### config.mk
export PLATFORM = sky130hd
export DESIGN_NAME = exe_stage_flat
export DESIGN_NICKNAME = d
export VERILOG_FILES = /design/src/rtl/exe_stage_if.sv /design/src/rtl/exe_stage.sv /design/src/flat_wrapper.sv
export SDC_FILE = /design/constraint.sdc
export NUM_CORES = 2
export LEC_CHECK = 0
export BUFFER_PORTS_ARGS = -buffer_cell sky130_fd_sc_hd__buf_4
export CAP_MARGIN = 20
export CORE_ASPECT_RATIO = 1.5
export CORE_MARGIN = 2
export CORE_UTILIZATION = 30
export CTS_CLUSTER_DIAMETER = 80
export DETAILED_ROUTE_END_ITERATION = 10
export GPL_TIMING_DRIVEN = 0
export PLACE_DENSITY_LB_ADDON = 0.15
export SLEW_MARGIN = 15
export SYNTH_ARGS = -nofsm -noshare
export SYNTH_HDL_FRONTEND = slang
export SYNTH_SLANG_ARGS = --single-unit
### constraint.sdc
create_clock -name clk -period 26.8 [get_ports clk]
set_input_delay 8.04 -clock clk [delete_from_list [all_inputs] [get_ports clk]]
set_output_delay 8.04 -clock clk [all_outputs]
set_load 0.01 [all_outputs]
### src/rtl/exe_stage_if.sv
// Pipeline handshake between decode, execute and memory stages.
// valid/allowin: a stage transfers an instruction on a clock edge where its valid and the next stage's allowin are both high.
interface exe_stage_if;
    logic         ds_to_es_valid;
    logic [215:0] ds_to_es_bus;
    logic         es_allowin;
    logic         es_to_ms_valid;
    logic [133:0] es_to_ms_bus;
    logic         ms_allowin;

    // master: the surrounding pipeline (decode feeds in, mem accepts)
    modport master (
        output ds_to_es_valid, ds_to_es_bus, ms_allowin,
        input  es_allowin, es_to_ms_valid, es_to_ms_bus
    );

    // slave: the execute stage itself
    modport slave (
        input  ds_to_es_valid, ds_to_es_bus, ms_allowin,
        output es_allowin, es_to_ms_valid, es_to_ms_bus
    );
endinterface

### src/rtl/exe_stage.sv
// Execute stage: one-instruction pipeline slot, ALU, data-SRAM request with
// alignment check, and a 32-step restoring signed/unsigned divider.
module alu (
    input  logic [11:0] alu_op,
    input  logic [31:0] alu_src1,
    input  logic [31:0] alu_src2,
    output logic [31:0] alu_result
);
    logic [31:0] sra_res;
    assign sra_res = $signed(alu_src1) >>> alu_src2[4:0];

    // alu_op is one-hot: add sub slt sltu and nor or xor sll srl sra lui
    assign alu_result = ({32{alu_op[0]}}  & (alu_src1 + alu_src2))
                      | ({32{alu_op[1]}}  & (alu_src1 - alu_src2))
                      | ({32{alu_op[2]}}  & {31'b0, $signed(alu_src1) < $signed(alu_src2)})
                      | ({32{alu_op[3]}}  & {31'b0, alu_src1 < alu_src2})
                      | ({32{alu_op[4]}}  & (alu_src1 & alu_src2))
                      | ({32{alu_op[5]}}  & ~(alu_src1 | alu_src2))
                      | ({32{alu_op[6]}}  & (alu_src1 | alu_src2))
                      | ({32{alu_op[7]}}  & (alu_src1 ^ alu_src2))
                      | ({32{alu_op[8]}}  & (alu_src1 << alu_src2[4:0]))
                      | ({32{alu_op[9]}}  & (alu_src1 >> alu_src2[4:0]))
                      | ({32{alu_op[10]}} & sra_res)
                      | ({32{alu_op[11]}} & alu_src2);
endmodule

module exe_stage (
    input  logic        clk,
    input  logic        reset,
    exe_stage_if.slave  pipe,
    output logic [38:0] es_to_ds_forward_bus,
    output logic        es_to_ds_valid,
    output logic        data_sram_en,
    output logic [3:0]  data_sram_we,
    output logic [31:0] data_sram_addr,
    output logic [31:0] data_sram_wdata,
    output logic [31:0] mul_src1,
    output logic [31:0] mul_src2,
    output logic [31:0] div_result,
    output logic [31:0] mod_result,
    input  logic        excp_flush,
    input  logic        ertn_flush,
    output logic [1:0]  div_state_dbg
);
    typedef enum logic [1:0] {DIV_IDLE = 2'd0, DIV_BUSY = 2'd1, DIV_DONE = 2'd2} div_state_t;

    logic         es_valid, es_ready_go, flush;
    logic [215:0] es_bus;
    div_state_t   div_state, div_state_nxt;
    logic         div_start, div_step;

    // DS->ES layout from MSB: 4 reserved bits, then the ES->MS fields (minus result),
    // store_op, div_signed and the ALU operands, with pc in the low word.
    logic        mem_sign_ext, csr_we, inst_ertn, excp_in, load_op, store_op, div_signed, gr_we;
    logic [6:0]  excp_num_in;
    logic [13:0] csr_idx;
    logic [31:0] csr_result, alu_src1, alu_src2, rkd_value, pc, alu_result;
    logic [1:0]  mem_size;
    logic [3:0]  mul_div_op;
    logic [4:0]  dest;
    logic [11:0] alu_op;

    assign mem_sign_ext = es_bus[211];
    assign excp_num_in  = es_bus[210:204];
    assign csr_we       = es_bus[203];
    assign csr_idx      = es_bus[202:189];
    assign csr_result   = es_bus[188:157];
    assign inst_ertn    = es_bus[156];
    assign excp_in      = es_bus[155];
    assign mem_size     = es_bus[154:153];
    assign mul_div_op   = es_bus[152:149];
    assign load_op      = es_bus[148];
    assign store_op     = es_bus[147];
    assign div_signed   = es_bus[146];
    assign gr_we        = es_bus[145];
    assign dest         = es_bus[144:140];
    assign alu_op       = es_bus[139:128];
    assign alu_src1     = es_bus[127:96];
    assign alu_src2     = es_bus[95:64];
    assign rkd_value    = es_bus[63:32];
    assign pc           = es_bus[31:0];

    assign flush = excp_flush | ertn_flush;

    always_ff @(posedge clk or posedge reset) begin
        if (reset)                es_valid <= 1'b0;
        else if (flush)           es_valid <= 1'b0;
        else if (pipe.es_allowin) es_valid <= pipe.ds_to_es_valid;
    end

    always_ff @(posedge clk or posedge reset) begin
        if (reset)                                          es_bus <= '0;
        else if (pipe.ds_to_es_valid && pipe.es_allowin)    es_bus <= pipe.ds_to_es_bus;
    end

    alu u_alu (.alu_op(alu_op), .alu_src1(alu_src1), .alu_src2(alu_src2), .alu_result(alu_result));

    // Alignment exception only raised when no earlier exception is already carried.
    logic is_mem, misaligned, ale, excp_out;
    logic [6:0] excp_num_out;
    assign is_mem       = load_op | store_op;
    assign misaligned   = (mem_size == 2'b01 && alu_result[0]) || (mem_size[1] && alu_result[1:0] != 2'b00);
    assign ale          = is_mem & ~excp_in & misaligned;
    assign excp_out     = excp_in | ale;
    assign excp_num_out = {excp_num_in[6] | ale, excp_num_in[5:0]};

    assign pipe.es_allowin     = ~es_valid | (es_ready_go & pipe.ms_allowin);
    assign pipe.es_to_ms_valid = es_valid & es_ready_go;
    assign pipe.es_to_ms_bus   = {mem_sign_ext, excp_num_out, csr_we, csr_idx, csr_result, inst_ertn,
                                  excp_out, mem_size, mul_div_op, load_op, gr_we, dest, alu_result, pc};

    assign es_to_ds_valid       = es_valid;
    assign es_to_ds_forward_bus = {load_op, es_valid & gr_we & (dest != 5'd0), dest, alu_result};

    // Request only on the transfer cycle so each memory op issues exactly once.
    assign data_sram_en   = es_valid & is_mem & ~excp_out & ~flush & es_ready_go & pipe.ms_allowin;
    assign data_sram_addr = alu_result;

    always_comb begin
        data_sram_we    = 4'b0000;
        data_sram_wdata = rkd_value;
        case (mem_size)
            2'b00: begin
                if (store_op) data_sram_we = 4'b0001 << alu_result[1:0];
                data_sram_wdata = {4{rkd_value[7:0]}};
            end
            2'b01: begin
                if (store_op) data_sram_we = alu_result[1] ? 4'b1100 : 4'b0011;
                data_sram_wdata = {2{rkd_value[15:0]}};
            end
            default: if (store_op) data_sram_we = 4'b1111;
        endcase
    end

    assign mul_src1 = alu_src1;
    assign mul_src2 = alu_src2;

    // Divider: magnitudes in, sign fixed up on the last step.
    logic        is_div, div_qneg, div_rneg, div_zero, src1_neg, src2_neg, div_ge;
    logic [4:0]  div_cnt;
    logic [31:0] div_r, div_q, div_d, div_r_nxt, div_q_nxt, q_fin, r_fin;
    logic [32:0] div_tmp, div_diff;

    assign is_div    = mul_div_op[2] | mul_div_op[3];
    assign src1_neg  = div_signed & alu_src1[31];
    assign src2_neg  = div_signed & alu_src2[31];
    assign div_tmp   = {div_r, div_q[31]};
    assign div_diff  = div_tmp - {1'b0, div_d};
    assign div_ge    = ~div_diff[32];
    assign div_r_nxt = div_ge ? div_diff[31:0] : div_tmp[31:0];
    assign div_q_nxt = {div_q[30:0], div_ge};
    assign q_fin     = div_zero ? 32'hFFFF_FFFF : (div_qneg ? -div_q_nxt : div_q_nxt);
    assign r_fin     = div_rneg ? -div_r_nxt : div_r_nxt;

    always_ff @(posedge clk or posedge reset) begin
        if (reset) div_state <= DIV_IDLE;
        else       div_state <= div_state_nxt;
    end

    always_comb begin
        div_state_nxt = div_state;
        case (div_state)
            DIV_IDLE: if (es_valid && is_div && !flush) div_state_nxt = DIV_BUSY;
            DIV_BUSY: if (flush) div_state_nxt = DIV_IDLE;
                      else if (div_cnt == 5'd31) div_state_nxt = DIV_DONE;
            DIV_DONE: if (flush || pipe.ms_allowin) div_state_nxt = DIV_IDLE;
            default:  div_state_nxt = DIV_IDLE;
        endcase
    end

    always_comb begin
        es_ready_go = ~is_div | (div_state == DIV_DONE);
        div_start   = (div_state == DIV_IDLE) & es_valid & is_div & ~flush;
        div_step    = (div_state == DIV_BUSY) & ~flush;
    end

    assign div_state_dbg = div_state;

    always_ff @(posedge clk or posedge reset) begin
        if (reset) begin
            div_cnt <= '0; div_r <= '0; div_q <= '0; div_d <= '0;
            div_qneg <= 1'b0; div_rneg <= 1'b0; div_zero <= 1'b0;
            div_result <= '0; mod_result <= '0;
        end else if (div_start) begin
            div_cnt  <= '0;
            div_r    <= '0;
            div_q    <= src1_neg ? -alu_src1 : alu_src1;
            div_d    <= src2_neg ? -alu_src2 : alu_src2;
            div_qneg <= src1_neg ^ src2_neg;
            div_rneg <= src1_neg;
            div_zero <= (alu_src2 == 32'd0);
        end else if (div_step) begin
            div_r   <= div_r_nxt;
            div_q   <= div_q_nxt;
            div_cnt <= div_cnt + 5'd1;
            if (div_cnt == 5'd31) begin
                div_result <= q_fin;
                mod_result <= r_fin;
            end
        end
    end
endmodule

### src/flat_wrapper.sv
// flat-port wrapper written by rule: the top's interface ports become plain ports
module exe_stage_flat 
  (clk, reset, es_to_ds_forward_bus, es_to_ds_valid, data_sram_en, data_sram_we, data_sram_addr, data_sram_wdata, mul_src1, mul_src2, div_result, mod_result, excp_flush, ertn_flush, div_state_dbg, pipe_ds_to_es_valid, pipe_ds_to_es_bus, pipe_ms_allowin, pipe_es_allowin, pipe_es_to_ms_valid, pipe_es_to_ms_bus);
  exe_stage_if pipe_i ();
  input  logic clk;
  input  logic reset;
  output logic [38:0] es_to_ds_forward_bus;
  output logic es_to_ds_valid;
  output logic data_sram_en;
  output logic [3:0] data_sram_we;
  output logic [31:0] data_sram_addr;
  output logic [31:0] data_sram_wdata;
  output logic [31:0] mul_src1;
  output logic [31:0] mul_src2;
  output logic [31:0] div_result;
  output logic [31:0] mod_result;
  input  logic excp_flush;
  input  logic ertn_flush;
  output logic [1:0] div_state_dbg;
  input wire logic [$bits(pipe_i.ds_to_es_valid)-1:0] pipe_ds_to_es_valid;
  input wire logic [$bits(pipe_i.ds_to_es_bus)-1:0] pipe_ds_to_es_bus;
  input wire logic [$bits(pipe_i.ms_allowin)-1:0] pipe_ms_allowin;
  output wire logic [$bits(pipe_i.es_allowin)-1:0] pipe_es_allowin;
  output wire logic [$bits(pipe_i.es_to_ms_valid)-1:0] pipe_es_to_ms_valid;
  output wire logic [$bits(pipe_i.es_to_ms_bus)-1:0] pipe_es_to_ms_bus;
  assign pipe_i.ds_to_es_valid = pipe_ds_to_es_valid;
  assign pipe_i.ds_to_es_bus = pipe_ds_to_es_bus;
  assign pipe_i.ms_allowin = pipe_ms_allowin;
  assign pipe_es_allowin = pipe_i.es_allowin;
  assign pipe_es_to_ms_valid = pipe_i.es_to_ms_valid;
  assign pipe_es_to_ms_bus = pipe_i.es_to_ms_bus;
  exe_stage u_core (.clk(clk), .reset(reset), .pipe(pipe_i), .es_to_ds_forward_bus(es_to_ds_forward_bus), .es_to_ds_valid(es_to_ds_valid), .data_sram_en(data_sram_en), .data_sram_we(data_sram_we), .data_sram_addr(data_sram_addr), .data_sram_wdata(data_sram_wdata), .mul_src1(mul_src1), .mul_src2(mul_src2), .div_result(div_result), .mod_result(mod_result), .excp_flush(excp_flush), .ertn_flush(ertn_flush), .div_state_dbg(div_state_dbg));
endmodule
# Word-level counts from Yosys, hierarchy flattened
# Index checks and enable logic that the tools add are counted.
[totals]
out_inout_bits = 375
word_cells = 134
ff_bits = 383
[classes]
order_cmp = 2
addsub = 8
bitwise_logic = 59
n_shift = 4
n_reduce_logical = 17
muxes = 25
eq_ne = 7
[op_table]
columns = ["operator", "count"]
rows = [
  ["$or A32 B32 Y32", 12],
  ["$and A32 B32 Y32", 11],
  ["$mux W32", 10],
  ["$neg A32 Y32", 4],
  ["$and A32 B1 Y32", 2],
  ["$lt A32 B32 Y1", 2],
  ["$pmux W32 S2", 1],
  ["$sub A33 B32 Y33", 1],
  ["$add A32 B32 Y32", 1],
  ["$logic_not A32 Y1", 1],
  ["$not A32 Y32", 1],
  ["$shl A32 B5 Y32", 1],
  ["$shr A32 B5 Y32", 1],
  ["$sshr A32 B5 Y32", 1],
  ["$sub A32 B32 Y32", 1],
  ["$xor A32 B32 Y32", 1],
  ["$and A1 B1 Y1", 17],
  ["$mux W4", 4],
  ["$mux W5", 2],
  ["$mux W2", 4],
  ["$pmux W4 S2", 1],
  ["$not A1 Y1", 7],
  ["$or A1 B1 Y1", 7],
  ["$pmux W2 S3", 1],
  ["other kinds (16)", 28],
]

# Depth between registers and ports, before layout
[logic_depth]
word_depth = 23
mapped_depth = 24
mapped_depth_nobuf = 22

# By module
# A second synthesis with hierarchy kept.
[unflattened]
hier_cells = 3552
hier_area_um2 = 30962.2
[modules_own_cells]
columns = ["module", "area_per_inst_um2", "cells_each", "instances", "seq_area_each_um2"]
rows = [
  ["exe_stage", 21840.9, 2191, 1, 9584.2],
  ["alu", 9121.2, 1361, 1, 0.0],
]

# Worst setup path after synthesis
# No wires, ideal clock.
[synth_timing]
path_kind = "input-to-output"
start = "input port ertn_flush"
end = "output port data_sram_en"
arrival_ps = 8460
required_time_ps = 18760
path_stages = 3
n_path_buf = 0
slack_ps = 10300
cell_sequence = "nor2_1 and4_1 o21a_1"
[synth_via]
elab_chain_len = 5
[synth_rtl]
columns = ["item", "line_no", "source"]
rows = [
  ["from (decl)", "flat_wrapper.sv:18", "input logic ertn_flush;"],
  ["$or A1 B1 Y1", "exe_stage.sv:83", "assign flush = excp_flush | ertn_flush;"],
  ["$not A1 Y1", "exe_stage.sv:116", "assign data_sram_en = es_valid & is_mem & ~excp_out & ~flush & es_ready_go & pipe.ms_allowin;"],
  ["$and A1 B1 Y1 (3 in a row)", "exe_stage.sv:116", ""],
  ["to (decl)", "flat_wrapper.sv:9", "output logic data_sram_en;"],
]
# Every way passes these cells.

# Worst setup path in the final report
# Same ends and word-level chain as after synthesis.

==> results.md <==
* Via count at 30500
* Minimum clock period at 16.89 ns
* Switching Fraction at 43.2%
* DR pass1 iterations at 7
* Clock Latency Late Sink at 0.63 ns
* Flop2flop setup slack at 19.42 ns
* Final hold vios at 0
* Status: finished, final reports clean
* Slew Viols, Final at 0
* Critical path endpoint category: primary output
* Clock Sinks at between 300 and 400
* Post-Synthesis Cells at 3533
* Pin count of the biggest net entering global routing at 100
* Post-CTS Hold Fix Bufs at 0
* Final instance area at ~38000 um^2
* Fin crit share at 63.0%
* Switching pwr at 1.18 mW
* Area occupied by registers at 9580 um^2
* Register-to-Register Path Depth at 24
* Mapped Nets at 3893
* Full die area at 103000 um^2
* Nets at around 4500
* Setup TNS at 0 ns
* Number of flops mapped to enable cells by yosys at 0
* TritonCTS clock tree: built
* RePlAce Congestion at approximately 1.1
* CP max stage delay at 0.27 ns
* PnR worst setup slack at 9.91 ns
* Initial antenna violation count at 12
* GRT Total Usage at between 30% and 40%
* Crit Path Class: input port to primary output
* # rows at 142
* Initial Util at ~30%
* GR Util met2 at between 50% and 60%
* Main area contributors after synthesis: dfrtp_1, mux2_2, buf_4
* Number of port buffers at 592
* Post-Syn Area per Cell at 8.52 um^2
* Async set-reset flop share out of synthesis at 100%
* Clock transition at path regs at 0.06 ns
* Post-place setup slack at 9.93 ns
* I/O Pins at approximately 600
* Share of cells above drive strength 1 at 27.6%
* Synth top area share at 31.8%
* Top Family by Delay on Critical Path: simple AND/OR/NAND/NOR gates
* R2R Path End: u_core.mod_result[28]$_DFFE_PP0P_
* P&R area growth vs syn at 26.2%
* Yosys top cell by area: dfrtp_1
* Launching point of the worst reg2reg path: u_core.div_q[31]$_DFFE_PP0P_
* DRC at 0
* Commonest non-fill, non-tap cell in the layout: buf_4
* GR peak layer: met2
* Cell variety after synth at 89
* Seq/Total Area, Yosys at a little under a third
* Met1 Usage GRT at 33.5%
* Setup Skew at 0.0232 ns
* Leak Pwr at 17.2 nW
* Worst Hold Slack at 0.476 ns
* Bufs on Longest Clock Path at 3
* Most frequent cells in the layout: buf_4, dfrtp_1, nand2_1, o21ai_0, nor2_1
* Clock power frac at 24.9%
* Htree depth at 2
* Worst VDD drop at 0.0482 mV
* Slowest CP cell: and4_1
* Met3 GRT Util at 5.13%
* Core area at 99700 um^2
* Final setup violation count at 0
* Seq pwr share at 28.1%
* Critical Path, Cell by Cell: buf_4 > nor2_1 > and4_1 > o21a_1 > buf_4
* Placed cell areas at 36400 um^2
* Drt via density at around 5.5
* Slew margin rel. at between 10% and 20%
* # fillers at 10500
* Most frequent cell on the critical path: buf_4
* Post-Syn Area at 30100 um^2
* Worst Path Arrival at 8.85 ns
* Seq cells post-synth at 383
* Worst slew pin tran at roughly 1.2 ns
* Worst Path Required at about 19 ns
* DP HPWL at about 130000 um
* Max Freq at a little under 60 MHz
* Max-cap violation count at 0
* CP Capture Point: data_sram_en
* Startpoint types: input port
* Combinational Power Share at ~47%
* Final global-route overflow total at 0
* Worst Hold Class: register to register
* Worst Setup SP: ertn_flush
* Synth warn at 0
* Vias in the first global route at 30900
* Cts repair resizes at 0
* First-pass GRT wire length at around 230000 um
* Root Driver: clkbuf_16
* Die Y at 392 um
* Power Density at 72.1 nW/um^2
* Multi-input gate area at between 15000 and 20000 um^2
* Ys flop type: dfrtp_1
* Post-CTS setup buffers at 0
* Pint at 1.56 mW
* Critical path depth at 5
* Routed WL per cell at 29.2 um
* Post-DRT Antenna Nets at 0
* Buf+Inv Stages, Crit Path at 2
* WL final at 161000 um
* RSZ-0062 raised after global routing: no
* Cts bufs inserted at 47
* First DRT Iteration DRCs at roughly 3000
* Die Span X at 263 um
* Worst-path fanout max at 3
-- worst reg2reg max path: cells and delay by family (launching register included) --
kind / cells / cell delay (ns)
buffers and inverters: 6 / 1.59
AOI/OAI and AO/OA: 6 / 1.55
xor gates and xnor gates: 1 / 0.17
muxes: 2 / 1.06
DFF: 1 / 0.42
and+or+nand+nor: 6 / 1.49
adders and majority gates: 3 / 1.00
-- flip-flops by register name (all words and copies together) (netlist names) --
signal	cells
u_core.div_rneg	1
u_core.es_bus	212
u_core.es_to_ds_valid	1
u_core.div_state_dbg	2
u_core.div_d	32
u_core.div_zero	1
u_core.div_cnt	5
u_core.mod_result	32
u_core.div_r	32
u_core.div_qneg	1
u_core.div_q	32
u_core.div_result	32
-- logic make-up after synthesis --
family                     after synthesis  synth area share, %
xor gates and xnor gates               180                 5.24
adders and majority gates              138                 5.81
buffers and inverters                  615                 10.8
and+or+nand+nor                        927                 13.6
DFF                                    383                 31.8
AOI/OAI and AO/OA                      982                 20.8
muxes                                  308                 12.0
-- power groups by stage --
stage / Sequential [mW] / Clock, mW / Combinational (mW)
global placement: 0.774 / 0 / 1.26
floorplan: 0.720 / 0 / 0.778
CTS: 0.765 / 0.698 / 1.27
detailed placement: 0.775 / 0 / 1.26
finish: 0.769 / 0.682 / 1.29
global route: 0.776 / 0.718 / 1.37
-- layout make-up --
| cell class | instances | share of cell area (%) |
|---|---|---|
| inverter | 146 | 1.46 |
| sequential | 383 | 25.2 |
| clock buffer | 62 | 3.51 |
| timing repair buffer | 602 | 12.1 |
| buffer | 469 | 7.09 |
| antenna | 5 | 0.0329 |
| clock inverter | 23 | 0.758 |
| tap | 1296 | 4.27 |
| multi-input combinational | 2535 | 45.5 |
-- metal layers --
metal,share of wire (%),wire (um)
met1,37,59100
met2,50,80000
met5,0.026,42
met4,7.4,11900
met3,6.3,10100
-- synthesized netlist by cell type (all sizes together), types with 27 or more instances --
cell and instances:
a21o 36, a21oi 216, a222oi 27, a22oi 27, a31oi 32, buf 284, clkbuf 185, dfrtp 383
ha 135, inv 143, mux2 170, mux2i 113, nand2 381, nand2b 28, nand3 47, nand4 27
nor2 285, nor3 47, o21ai 346, o31ai 41, xnor2 124, xor2 56
-- worst min-delay path by stage --
stage / depth (start not counted) / endpoint / startpoint
after global placement: 2 / u_core.div_d[26]$_DFFE_PP0P_ / u_core.div_d[26]$_DFFE_PP0P_
after floorplan: 2 / u_core.div_d[10]$_DFFE_PP0P_ / u_core.div_d[10]$_DFFE_PP0P_
after global routing: 2 / u_core.div_d[8]$_DFFE_PP0P_ / u_core.div_d[8]$_DFFE_PP0P_
after CTS: 2 / u_core.div_d[17]$_DFFE_PP0P_ / u_core.div_d[17]$_DFFE_PP0P_
after detailed placement: 2 / u_core.div_d[17]$_DFFE_PP0P_ / u_core.div_d[17]$_DFFE_PP0P_
final: 2 / u_core.mod_result[12]$_DFFE_PP0P_ / u_core.mod_result[12]$_DFFE_PP0P_
-- through the flow --
stage,total power [mW],std cells,util (%)
2_1_floorplan,1.50,3533,-
3_3_place_gp,2.04,5421,36.3
3_5_place_dp,2.04,5431,36.5
4_1_cts,2.73,5516,38.1
5_1_grt,2.86,5518,38.1
6_report,2.74,5521,38.1
No activity file was read; power rests on OpenSTA's default activity.
